<file path="src/rtl/cu_mc.sv">
// Multicycle fetch/execute control unit for the mycpu datapath.
// Adds memory-ready stalls, a counted shift loop and a resumable halt.
module cu_mc #(
  parameter int IW  = 16,
  parameter int RAW = 3
) (
  input  logic                   clk,
  input  logic                   rst_n,
  input  logic [IW-1:0]          ins_in,
  input  logic                   z_in,
  input  logic                   n_in,
  input  logic                   mem_rdy_in,
  input  logic                   resume_in,
  output logic                   il_out,
  output logic [1:0]             ps_out,
  output logic                   rw_out,
  output logic [3*(RAW+1)-1:0]   rs_out,
  output logic                   mm_out,
  output logic [1:0]             md_out,
  output logic                   mb_out,
  output logic [3:0]             fs_out,
  output logic                   wen_out,
  output logic                   iom_out,
  output logic                   halted_out,
  output logic                   ill_out
);

  localparam logic [2:0] ST_RST = 3'd0;
  localparam logic [2:0] ST_INF = 3'd1;
  localparam logic [2:0] ST_EX0 = 3'd2;
  localparam logic [2:0] ST_SHF = 3'd3;
  localparam logic [2:0] ST_HLT = 3'd4;

  localparam logic [RAW-1:0] CNT_ZERO = {RAW{1'b0}};
  localparam logic [RAW-1:0] CNT_ONE  = {{(RAW-1){1'b0}}, 1'b1};

  logic [2:0]     st_r;
  logic [2:0]     nxt_s;
  logic [RAW-1:0] cnt_r;
  logic [RAW-1:0] cnt_nxt_s;
  logic [6:0]     op_s;
  logic [RAW-1:0] da_s;
  logic [RAW-1:0] aa_s;
  logic [RAW-1:0] ba_s;

  assign op_s = ins_in[IW-1:IW-7];
  assign da_s = ins_in[3*RAW-1:2*RAW];
  assign aa_s = ins_in[2*RAW-1:RAW];
  assign ba_s = ins_in[RAW-1:0];

  // Next-state and control-word decode
  always_comb begin
    il_out     = 1'b0;
    ps_out     = 2'b00;
    rw_out     = 1'b0;
    rs_out     = {(3*(RAW+1)){1'b0}};
    mm_out     = 1'b0;
    md_out     = 2'b00;
    mb_out     = 1'b0;
    fs_out     = 4'b0000;
    wen_out    = 1'b1;
    iom_out    = 1'b0;
    halted_out = 1'b0;
    ill_out    = 1'b0;
    nxt_s      = st_r;
    cnt_nxt_s  = cnt_r;
    case (st_r)
      ST_RST: begin
        nxt_s = ST_INF;
      end
      ST_INF: begin
        il_out = 1'b1;
        mm_out = 1'b1;
        if (mem_rdy_in) begin
          nxt_s = ST_EX0;
        end else begin
          nxt_s = ST_INF;
        end
      end
      ST_EX0: begin
        rs_out = {1'b0, da_s, 1'b0, aa_s, 1'b0, ba_s};
        // Opcode groups 000 and 100 are ALU ops; the low nibble is the function
        if ((op_s[6:4] == 3'b000) || (op_s[6:4] == 3'b100)) begin
          fs_out = op_s[3:0];
          mb_out = op_s[6];
          rw_out = 1'b1;
          ps_out = 2'b01;
          nxt_s  = ST_INF;
        end else begin
          case (op_s)
            7'b0010000: begin
              md_out = 2'b01;
              if (mem_rdy_in) begin
                rw_out = 1'b1;
                ps_out = 2'b01;
                nxt_s  = ST_INF;
              end else begin
                rw_out = 1'b0;
                ps_out = 2'b00;
                nxt_s  = ST_EX0;
              end
            end
            7'b0100000: begin
              wen_out = 1'b0;
              if (mem_rdy_in) begin
                ps_out = 2'b01;
                nxt_s  = ST_INF;
              end else begin
                ps_out = 2'b00;
                nxt_s  = ST_EX0;
              end
            end
            7'b0110000: begin
              iom_out = 1'b1;
              md_out  = 2'b10;
              rw_out  = 1'b1;
              ps_out  = 2'b01;
              nxt_s   = ST_INF;
            end
            7'b0110001: begin
              iom_out = 1'b1;
              wen_out = 1'b0;
              ps_out  = 2'b01;
              nxt_s   = ST_INF;
            end
            7'b1100000: begin
              if (z_in) begin
                ps_out = 2'b10;
              end else begin
                ps_out = 2'b01;
              end
              nxt_s = ST_INF;
            end
            7'b1100001: begin
              if (n_in) begin
                ps_out = 2'b10;
              end else begin
                ps_out = 2'b01;
              end
              nxt_s = ST_INF;
            end
            7'b1110000: begin
              ps_out = 2'b11;
              nxt_s  = ST_INF;
            end
            7'b1010000, 7'b1010001: begin
              cnt_nxt_s = ba_s;
              if (ba_s == CNT_ZERO) begin
                ps_out = 2'b01;
                nxt_s  = ST_INF;
              end else begin
                ps_out = 2'b00;
                nxt_s  = ST_SHF;
              end
            end
            7'b1111111: begin
              ps_out = 2'b00;
              nxt_s  = ST_HLT;
            end
            default: begin
              ill_out = 1'b1;
              ps_out  = 2'b01;
              nxt_s   = ST_INF;
            end
          endcase
        end
      end
      ST_SHF: begin
        // DA is both source and destination so each pass shifts in place
        rw_out    = 1'b1;
        rs_out    = {1'b0, da_s, 1'b0, da_s, 1'b0, ba_s};
        cnt_nxt_s = cnt_r - CNT_ONE;
        if (op_s[0]) begin
          fs_out = 4'b1101;
        end else begin
          fs_out = 4'b1110;
        end
        if (cnt_r == CNT_ONE) begin
          ps_out = 2'b01;
          nxt_s  = ST_INF;
        end else begin
          ps_out = 2'b00;
          nxt_s  = ST_SHF;
        end
      end
      ST_HLT: begin
        halted_out = 1'b1;
        if (resume_in) begin
          ps_out = 2'b01;
          nxt_s  = ST_INF;
        end else begin
          ps_out = 2'b00;
          nxt_s  = ST_HLT;
        end
      end
      default: begin
        nxt_s = ST_RST;
      end
    endcase
  end

  // State and shift-count registers
  always_ff @(posedge clk or negedge rst_n) begin
    if (!rst_n) begin
      st_r  <= ST_RST;
      cnt_r <= CNT_ZERO;
    end else begin
      st_r  <= nxt_s;
      cnt_r <= cnt_nxt_s;
    end
  end

endmodule

</file>
<file path="config.mk">
export PLATFORM = sky130hd
export DESIGN_NAME = cu_mc
export DESIGN_NICKNAME = d
export VERILOG_FILES = /design/src/rtl/cu_mc.sv
export SDC_FILE = /design/constraint.sdc
export NUM_CORES = 1
export LEC_CHECK = 0
export CAP_MARGIN = 20
export CORE_ASPECT_RATIO = 0.75
export CORE_MARGIN = 4
export CORE_UTILIZATION = 35
export DETAILED_ROUTE_END_ITERATION = 8
export HOLD_SLACK_MARGIN = 0.08
export PLACE_DENSITY = 0.75
export SYNTH_ARGS = -nofsm -noshare
export SYNTH_HDL_FRONTEND = slang
export SYNTH_SLANG_ARGS = --single-unit
</file>
<file path="constraint.sdc">
create_clock -name clk -period 4.5 [get_ports clk]
set_clock_uncertainty 0.05 [all_clocks]
set_input_delay 0.9 -clock clk [delete_from_list [all_inputs] [get_ports clk]]
set_output_delay 0.9 -clock clk [all_outputs]
set_load 0.05 [all_outputs]
</file>
==> results.json, run 1 <==
{
  "status": "completed",
  "grt_pass1_vias": 1076,
  "port_buffers": 46,
  "hp-class": "flop to flop",
  "r2r_slack_ns": 2.60,
  "synth-seq-cells": 6,
  "start_util_pct": 37.5,
  "endpoint_kind": "output port",
  "cp.required_ns": 3.55,
  "synthFlopType": "dfrtp_1",
  "area_growth_pct": 53.2,
  "async_flop_share_pct": 100,
  "regToRegStartpoint": "st_r[2]",
  "fp.dieW_um": 65.9,
  "cp.arrival_ns": 3.19,
  "io_pins": 50,
  "core_um2": 2350,
  "viasPerCell": 5.39,
  "fmax_mhz": 241,
  "hold_path_depth": 1,
  "cpMostUsedCell": "clkdlybuf4s50_1",
  "yosysTopAreaCellShare_pct": 17.1,
  "synth_edf_count": 0,
  "ctsResizeCount": 0,
  "wire_per_inst_um": 14.6,
  "setup_viol": 0,
  "leakage_nw": 0.539,
  "cts_tree": "built",
  "drt_iter0_markers": 81,
  "clkPwrFrac_pct": 6.8,
  "dp_slack_ns": 0.379,
  "yosysUniqueCellTypes": 42,
  "cts_buffer_depth": 2,
  "grt_pass1_wl_um": 4840,
  "ant_nets": 0,
  "antenna_cells": 0,
  "fin_tns_setup_ns": 0,
  "synth_area_um2": 880,
  "cpPeakStageDelay_ns": 0.87,
  "p_comb_share_pct": 77.8,
  "cts_hold_buf": 0,
  "synth_top_area_cell": "dfrtp_1",
  "clock_sinks": 6,
  "p_per_area_nw_per_um2": 581,
  "hold_viol_final": 0,
  "fin_nets": 192,
  "clkLatencyLatePin_ns": 0.25,
  "die_h_um": 51.4,
  "avgSynthCellArea_um2": 6.98,
  "drv_slew": 0,
  "hp-start": "cnt_r[2]",
  "seq_area_frac_synth_pct": 17.1,
  "ir_drop_uv": 365,
  "critPathBufInv": 2,
  "crit_fanout": 5,
  "tightest_slew_ns": 0.655,
  "dr_total_vias": 1077,
  "post_cts_buffers": 0,
  "slew-limit-headroom_pct": 56.3,
  "layout_setup_ws_ns": 0.356,
  "grt_usage_pct": 18.2,
  "critical_path.top_delay_family": "buffers and inverters",
  "start_kind": "input pin",
  "ys_top_cells_by_count": "nor2_1, nand2_1, o21ai_0",
  "antenna_found_initial": 0,
  "path_cells": "clkdlybuf4s50_1, nor4_4, nand2_2, nor4b_1, clkdlybuf4s50_1",
  "crit_type": "input pin to output port",
  "routabilityCongestion": 0.892,
  "grt_start_max_net_pins": 20,
  "r2r-end": "cnt_r[2]",
  "rows": 15,
  "post-route-drc-count": 0,
  "synthTopCellsByArea": "dfrtp_1, nor2_1, mux2i_1",
  "htreeDepth": 1,
  "synth.most_common_cell": "nor2_1",
  "grt-ovfl-total": 0,
  "hold_end": "cnt_r[2]",
  "cap_violations": 0,
  "grt_setup_unrepaired": "no",
  "first_pass_iters": 4,
  "hpwl_um": 2300,
  "yosys_warnings": 0,
  "cp_slowest_cell": "clkdlybuf4s50_1",
  "swShare_pct": 59.3,
  "routed_wl_um": 2910,
  "p_sw_mw": 0.464,
  "share_seq_of_total_power_pct": 15.4,
  "cts-root-buf": "clkbuf_4",
  "drive_gt1_share_pct": 6.63,
  "p_int_mw": 0.319,
  "die_area_um2": 3390,
  "synthCells": 126,
  "cts_buffers": 3,
  "reg2reg_depth": 5,
  "min_period_ns": 4.14,
  "finalCritPeriodShare_pct": 92.1,
  "clk_pin_slew_ns": 0.05
}
[registers in the layout, summed over array words and instances, names as in the netlist]
name	flops
st_r	3
cnt_r	3
[per-stage QoR]
step | cell area (um^2) | power (mW) | hold slack, ns | instances | utilization, %
final | 1350 | 0.782 | 0.471 | 200 | 57.4
after detailed placement | 1330 | 0.729 | 0.461 | 197 | 56.5
after global routing | 1350 | 0.833 | 0.496 | 200 | 57.4
after global placement | 1330 | 0.718 | 0.458 | 197 | 56.5
after CTS | 1350 | 0.786 | 0.471 | 200 | 57.4
after floorplan | 888 | 0.544 | 0.431 | 128 | -
[layer usage]
layer	share of wire (%)	track usage, %	up-vias	wire [um]
met4	0.86	5.86	0	25
met2	47	30.1	54	1360
met3	9.4	6.81	4	275
met5	0	0	-	0
met1	43	21.8	497	1250
li1	-	-	522	-
[how the worst max path moves through the flow]
stage / start / endpoint / slack, ns / cells past startpoint
6_report: ins_in[10] / md_out[0] / 0.36 / 5
5_1_grt: ins_in[13] / ill_out / 0.21 / 6
4_1_cts: ins_in[10] / md_out[0] / 0.38 / 5
3_5_place_dp: ins_in[10] / md_out[0] / 0.38 / 5
3_3_place_gp: ins_in[10] / md_out[0] / 0.40 / 5
2_1_floorplan: ins_in[13] / ps_out[1] / 0.39 / 4
[logic make-up (layout without fill, tap and decap cells)]
group                      count (synthesis)  after routing  share of synthesized area [%]
AOI/OAI and AO/OA                         32             32                           23.9
xor gates and xnor gates                   2              2                           1.99
adders and majority gates                  2              2                           2.84
buffers and inverters                     18             56                           10.4
DFF                                        6              6                           17.1
muxes                                      5              5                           5.69
other                                      1              3                          0.426
and+or+nand+nor                           60             60                           37.7
[power by group through the flow]
stage | clock network, mW | registers, mW | logic [mW]
2_1_floorplan | 0 | 0.0947 | 0.450
3_3_place_gp | 0 | 0.118 | 0.600
3_5_place_dp | 0 | 0.120 | 0.609
4_1_cts | 0.0554 | 0.119 | 0.611
5_1_grt | 0.0574 | 0.125 | 0.651
6_report | 0.0533 | 0.121 | 0.608
[layout make-up]
type	instances	area [um^2]
repair buffers	47	463
clock buffers	3	22.5
fillers	224	998
well taps	34	42.5
flip-flops and latches	6	150
multi-input cells	104	647
inverters	6	22.5
[placed cells by master (no fill, tap or decap), drive strengths merged, types with 3 or more instances in the layout]
cell / Yosys / final
nor3: 7 / 7
o21ai: 10 / 10
a21oi: 7 / 7
buf: 10 / 3
and2: 7 / 7
clkbuf: 2 / 3
clkdlybuf4s50: 0 / 44
nor2b: 4 / 4
nor2: 15 / 15
nand2: 11 / 11
dfrtp: 6 / 6
conb: 1 / 3
inv: 6 / 6
mux2i: 5 / 5
nand3: 6 / 6
(Power assumes the default switching activity.)
==> inputs of run 2 (changes only) <==
- CORE_UTILIZATION: 35 -> 41
- HOLD_SLACK_MARGIN: 0.08 -> 0.12
- PLACE_DENSITY: 0.75 -> 0.86
==> run 2 against run 1 <==
Against the previous run:
- cell count is 5.0% lower
- utilization up 8.8 points
- routed wire length down 3.4%
- sequential power is essentially flat
- die area fell by 13%
- non-clock buffer count is the same
- via count rose by 3.2%
- sequential share of layout area is 0.10 points higher
- global-route usage rose by 2.1 points
- setup slack got worse by 0.013 ns
- critical endpoint is now ps_out[1]
- highest routed layer unchanged
==> results.json, run 2 (same netlist as run 1, synthesis figures left out) <==
{
  "leakage_nw": 0.539,
  "min_period_ns": 4.16,
  "clkLatencyLatePin_ns": 0.26,
  "grt_pass1_vias": 1057,
  "path_cells": "clkdlybuf4s50_1, o21ai_1, a2111oi_1, clkdlybuf4s50_1",
  "cap_violations": 0,
  "fmax_mhz": 241,
  "ant_nets": 0,
  "cp.required_ns": 3.55,
  "wire_per_inst_um": 14.8,
  "drv_slew": 0,
  "swShare_pct": 59.3,
  "setup_viol": 0,
  "cts_buffers": 3,
  "r2r_slack_ns": 2.52,
  "dr_total_vias": 1111,
  "drt_iter0_markers": 61,
  "final_common_cell": "clkdlybuf4s50_1",
  "cp_slowest_cell": "clkdlybuf4s50_1",
  "n_fill_cell": 180,
  "seqCellArea_um2": 150,
  "post_cts_buffers": 0,
  "cts-root-buf": "clkbuf_4",
  "antenna_found_initial": 0,
  "dpl_cell_area_um2": 1310,
  "hp-class": "flop to flop",
  "cts_hold_buf": 0,
  "htreeDepth": 1,
  "crit_type": "input pin to output port",
  "fin_tns_setup_ns": 0,
  "post-route-drc-count": 0,
  "crit_fanout": 16,
  "grt-ovfl-total": 0,
  "start_util_pct": 43.7,
  "die_area_um2": 2960,
  "clock_sinks": 6,
  "port_buffers": 46,
  "final_cell_mix": "clkdlybuf4s50_1, nor2_1, nand2_1, o21ai_0",
  "antenna_cells": 0,
  "grt_pass1_wl_um": 4400,
  "p_comb_share_pct": 77.9,
  "slew-limit-headroom_pct": 60.5,
  "finalCritPeriodShare_pct": 92.4,
  "grt_usage_pct": 20.3,
  "tightest_slew_ns": 0.593,
  "critPathBufInv": 2,
  "core_um2": 2010,
  "ctsResizeCount": 0,
  "start_kind": "input pin",
  "rows": 14,
  "endpoint_kind": "output port",
  "io_pins": 50,
  "area_growth_pct": 51.8,
  "multi_input_area_um2": 647,
  "p_sw_mw": 0.464,
  "cpPeakStageDelay_ns": 0.88,
  "fin_nets": 192,
  "grt_setup_unrepaired": "no",
  "critical_path.top_delay_family": "buffers and inverters",
  "routed_wl_um": 2810,
  "cpMostUsedCell": "clkdlybuf4s50_1",
  "utilization_pct": 66.3,
  "grt_start_max_net_pins": 20,
  "drive_gt1_share_pct": 6.63,
  "largestRegisters": "cnt_r x3, st_r x3",
  "routabilityCongestion": 0.893,
  "share_seq_of_total_power_pct": 15.1,
  "p_per_area_nw_per_um2": 586,
  "cp.arrival_ns": 3.21,
  "clk_pin_slew_ns": 0.04,
  "cts_tree": "built",
  "fp.dieW_um": 61.5,
  "postLayoutCellArea_um2": 1340,
  "cts_buffer_depth": 2,
  "status": "completed",
  "first_pass_iters": 4,
  "hpwl_um": 2230,
  "p_int_mw": 0.319,
  "clkPwrFrac_pct": 7.0,
  "viasPerCell": 5.85,
  "die_h_um": 48.1,
  "hold_viol_final": 0,
  "ir_drop_uv": 492
}
## run 2: metrics by stage
step           power, mW  setup slack [ns]  std cells  hold slack, ns
6_report           0.783             0.343        190           0.473
5_1_grt            0.829             0.244        190           0.499
2_1_floorplan      0.544             0.392        128           0.431
4_1_cts            0.785             0.369        190           0.480
3_5_place_dp       0.726             0.392        187           0.470
3_3_place_gp       0.719             0.437        187           0.460
## run 2: final timing paths
check	from	to	depth (start not counted)
setup reg to reg	st_r[2]	cnt_r[2]	5
setup / recovery	ins_in[13]	ps_out[1]	4
min in group asynchronous	rst_n	st_r[1]	1
hold reg to reg	cnt_r[1]	cnt_r[1]	2
max in group asynchronous	rst_n	cnt_r[0]	1
hold / removal	cnt_r[1]	cnt_r[1]	2
## run 2: layout make-up
cell class	instances	area share (%)
tap	24	2.25
clock buffer	3	1.69
inverter	6	1.69
sequential	6	11.2
timing repair buffer	47	34.7
multi-input combinational	104	48.5
## run 2: power groups by stage
stage | combinational (mW) | sequential (mW) | clock [mW]
CTS | 0.612 | 0.118 | 0.0555
floorplan | 0.450 | 0.0947 | 0
finish | 0.610 | 0.118 | 0.0549
detailed placement | 0.608 | 0.118 | 0
global placement | 0.602 | 0.117 | 0
global route | 0.649 | 0.123 | 0.0572
## run 2: layer usage
metal / share of wire, % / vias to the layer above / routed length [um] / track usage (%)
met5: 0 / - / 0 / 0
met4: 2.2 / 0 / 63 / 9.75
met3: 11 / 9 / 321 / 7.41
met2: 47 / 78 / 1310 / 33.4
met1: 40 / 505 / 1120 / 23.8
li1: - / 519 / - / -
## run 2: tightest hold or removal path, delay by kind of cell, from the launching register on
family         cells  cell delay [ns]
AO/OA/AOI/OAI      2             0.13
flip-flops         1             0.36
==> inputs of run 3 (changes only) <==
- CORE_UTILIZATION: 41 -> 45
- DONT_BUFFER_PORTS: unset -> 1
- PLACE_DENSITY: 0.86 -> 0.61
- REMOVE_ABC_BUFFERS: unset -> 1
==> run 3 against run 2 <==
Against the previous run:
- count of clock-buffer cells in the layout is the same
- non-clock buffer count decreased by 40
- setup slack better by 0.85 ns
- sequential share of layout area rose by 4.6 points
- sequential power increased by 3%
- critical endpoint is now il_out
- critical path depth shrank 1
==> results.json, run 3 (same netlist as run 1, synthesis figures left out) <==
{
  "status": "completed",
  "port_buffers": 0,
  "antenna_found_initial": 0,
  "whs_ns": 0.300,
  "grt_usage_pct": 18.5,
  "reg2reg_depth": 4,
  "post_cts_buffers": 0,
  "die_h_um": 46.3,
  "ant_nets": 0,
  "cts_buffers": 3,
  "r2r_slack_ns": 2.41,
  "cts-root-buf": "clkbuf_4",
  "cp_slowest_cell": "nor3_2",
  "die_area_um2": 2730,
  "r2r-end": "cnt_r[0]",
  "endpoint_kind": "output port",
  "largestRegisters": "cnt_r x3, st_r x3",
  "fp.dieW_um": 59.1,
  "clk_pin_slew_ns": 0.05,
  "ctsResizeCount": 0,
  "p_per_area_nw_per_um2": 693,
  "final_cell_mix": "nor2_1, nand2_1, o21ai_0, and2_1, a21oi_1",
  "drt_iter0_markers": 23,
  "viasPerCell": 6.03,
  "hp-class": "input pin to async pin",
  "crit_fanout": 19,
  "grt_start_max_net_pins": 20,
  "drive_gt1_share_pct": 15.1,
  "final_common_cell": "nor2_1",
  "post-route-drc-count": 0,
  "path_cells": "inv_1, nor3_2, buf_6",
  "htreeDepth": 1,
  "slew-limit-headroom_pct": 30.8,
  "core_um2": 1790,
  "rows": 13,
  "dr_total_vias": 893,
  "tightest_slew_ns": 1.04,
  "cp.arrival_ns": 2.36,
  "leakage_nw": 0.401,
  "cts_hold_buf": 0,
  "antenna_cells": 0,
  "placed_cells": 145,
  "grt_setup_unrepaired": "no",
  "drv_slew": 0,
  "grt_pass1_wl_um": 3830,
  "area_growth_pct": 7.68,
  "cap_violations": 0,
  "min_period_ns": 3.31,
  "start_util_pct": 49.2,
  "clock_sinks": 6,
  "grt-ovfl-total": 0,
  "clkLatencyLatePin_ns": 0.24,
  "finalCritPeriodShare_pct": 73.4,
  "fin_nets": 152,
  "io_pins": 50,
  "hpwl_um": 1940,
  "fmax_mhz": 303,
  "setup_viol": 0,
  "utilization_pct": 52.9,
  "cpPeakStageDelay_ns": 0.80,
  "grt_pass1_vias": 833,
  "routabilityCongestion": 0.878,
  "cts_buffer_depth": 2,
  "fin_tns_setup_ns": 0,
  "wire_per_inst_um": 16.6,
  "hold_viol_final": 0,
  "ir_drop_uv": 398,
  "routed_wl_um": 2460,
  "cts_tree": "built",
  "cp.required_ns": 3.55,
  "finalNonFillerCells": 148,
  "crit_type": "flop to output port",
  "start_kind": "flop",
  "first_pass_iters": 4,
  "regToRegStartpoint": "st_r[1]"
}
## run 3: worst max path at each step
stage,startpoint,end
6_report,st_r[0],il_out
5_1_grt,st_r[1],ill_out
4_1_cts,st_r[0],il_out
3_5_place_dp,ins_in[13],fs_out[1]
3_3_place_gp,ins_in[13],fs_out[1]
2_1_floorplan,ins_in[10],ps_out[1]
## run 3: final cells by class
type | count | area [um^2]
well taps | 22 | 27.5
clock buffers | 3 | 22.5
flip-flops and latches | 6 | 150
inverters | 6 | 22.5
fillers | 181 | 842
repair buffers | 7 | 56.3
multi-input cells | 104 | 668
## run 3: metal layers
layer	part of all wire [%]	track usage, %	vias up
li1	-	-	440
met1	48	24.6	404
met2	42	29.3	49
met3	11	7.00	0
met4	0	2.71	0
met5	0	0	-
## run 3: report_power, final
group	switching [mW]	total (mW)	internal, mW
clock network	0.0196	0.0498	0.0302
registers	0.0447	0.122	0.0769
logic	0.369	0.485	0.116
total	0.433	0.656	0.223
## run 3: stage by stage
stage          total power, mW  area, um^2  worst slack (ns)
4_1_cts                  0.661         947              1.19
6_report                 0.656         947              1.19
3_5_place_dp             0.609         925              1.41
2_1_floorplan            0.520         818            -0.127
3_3_place_gp             0.601         925              1.45
5_1_grt                  0.704         947              1.04
## run 3: worst max-delay path: cells and delay by family (launching register included)
family        cells  cell delay (ns)
simple gates      1             0.80
flops             1             0.74
buf+inv           2             0.56
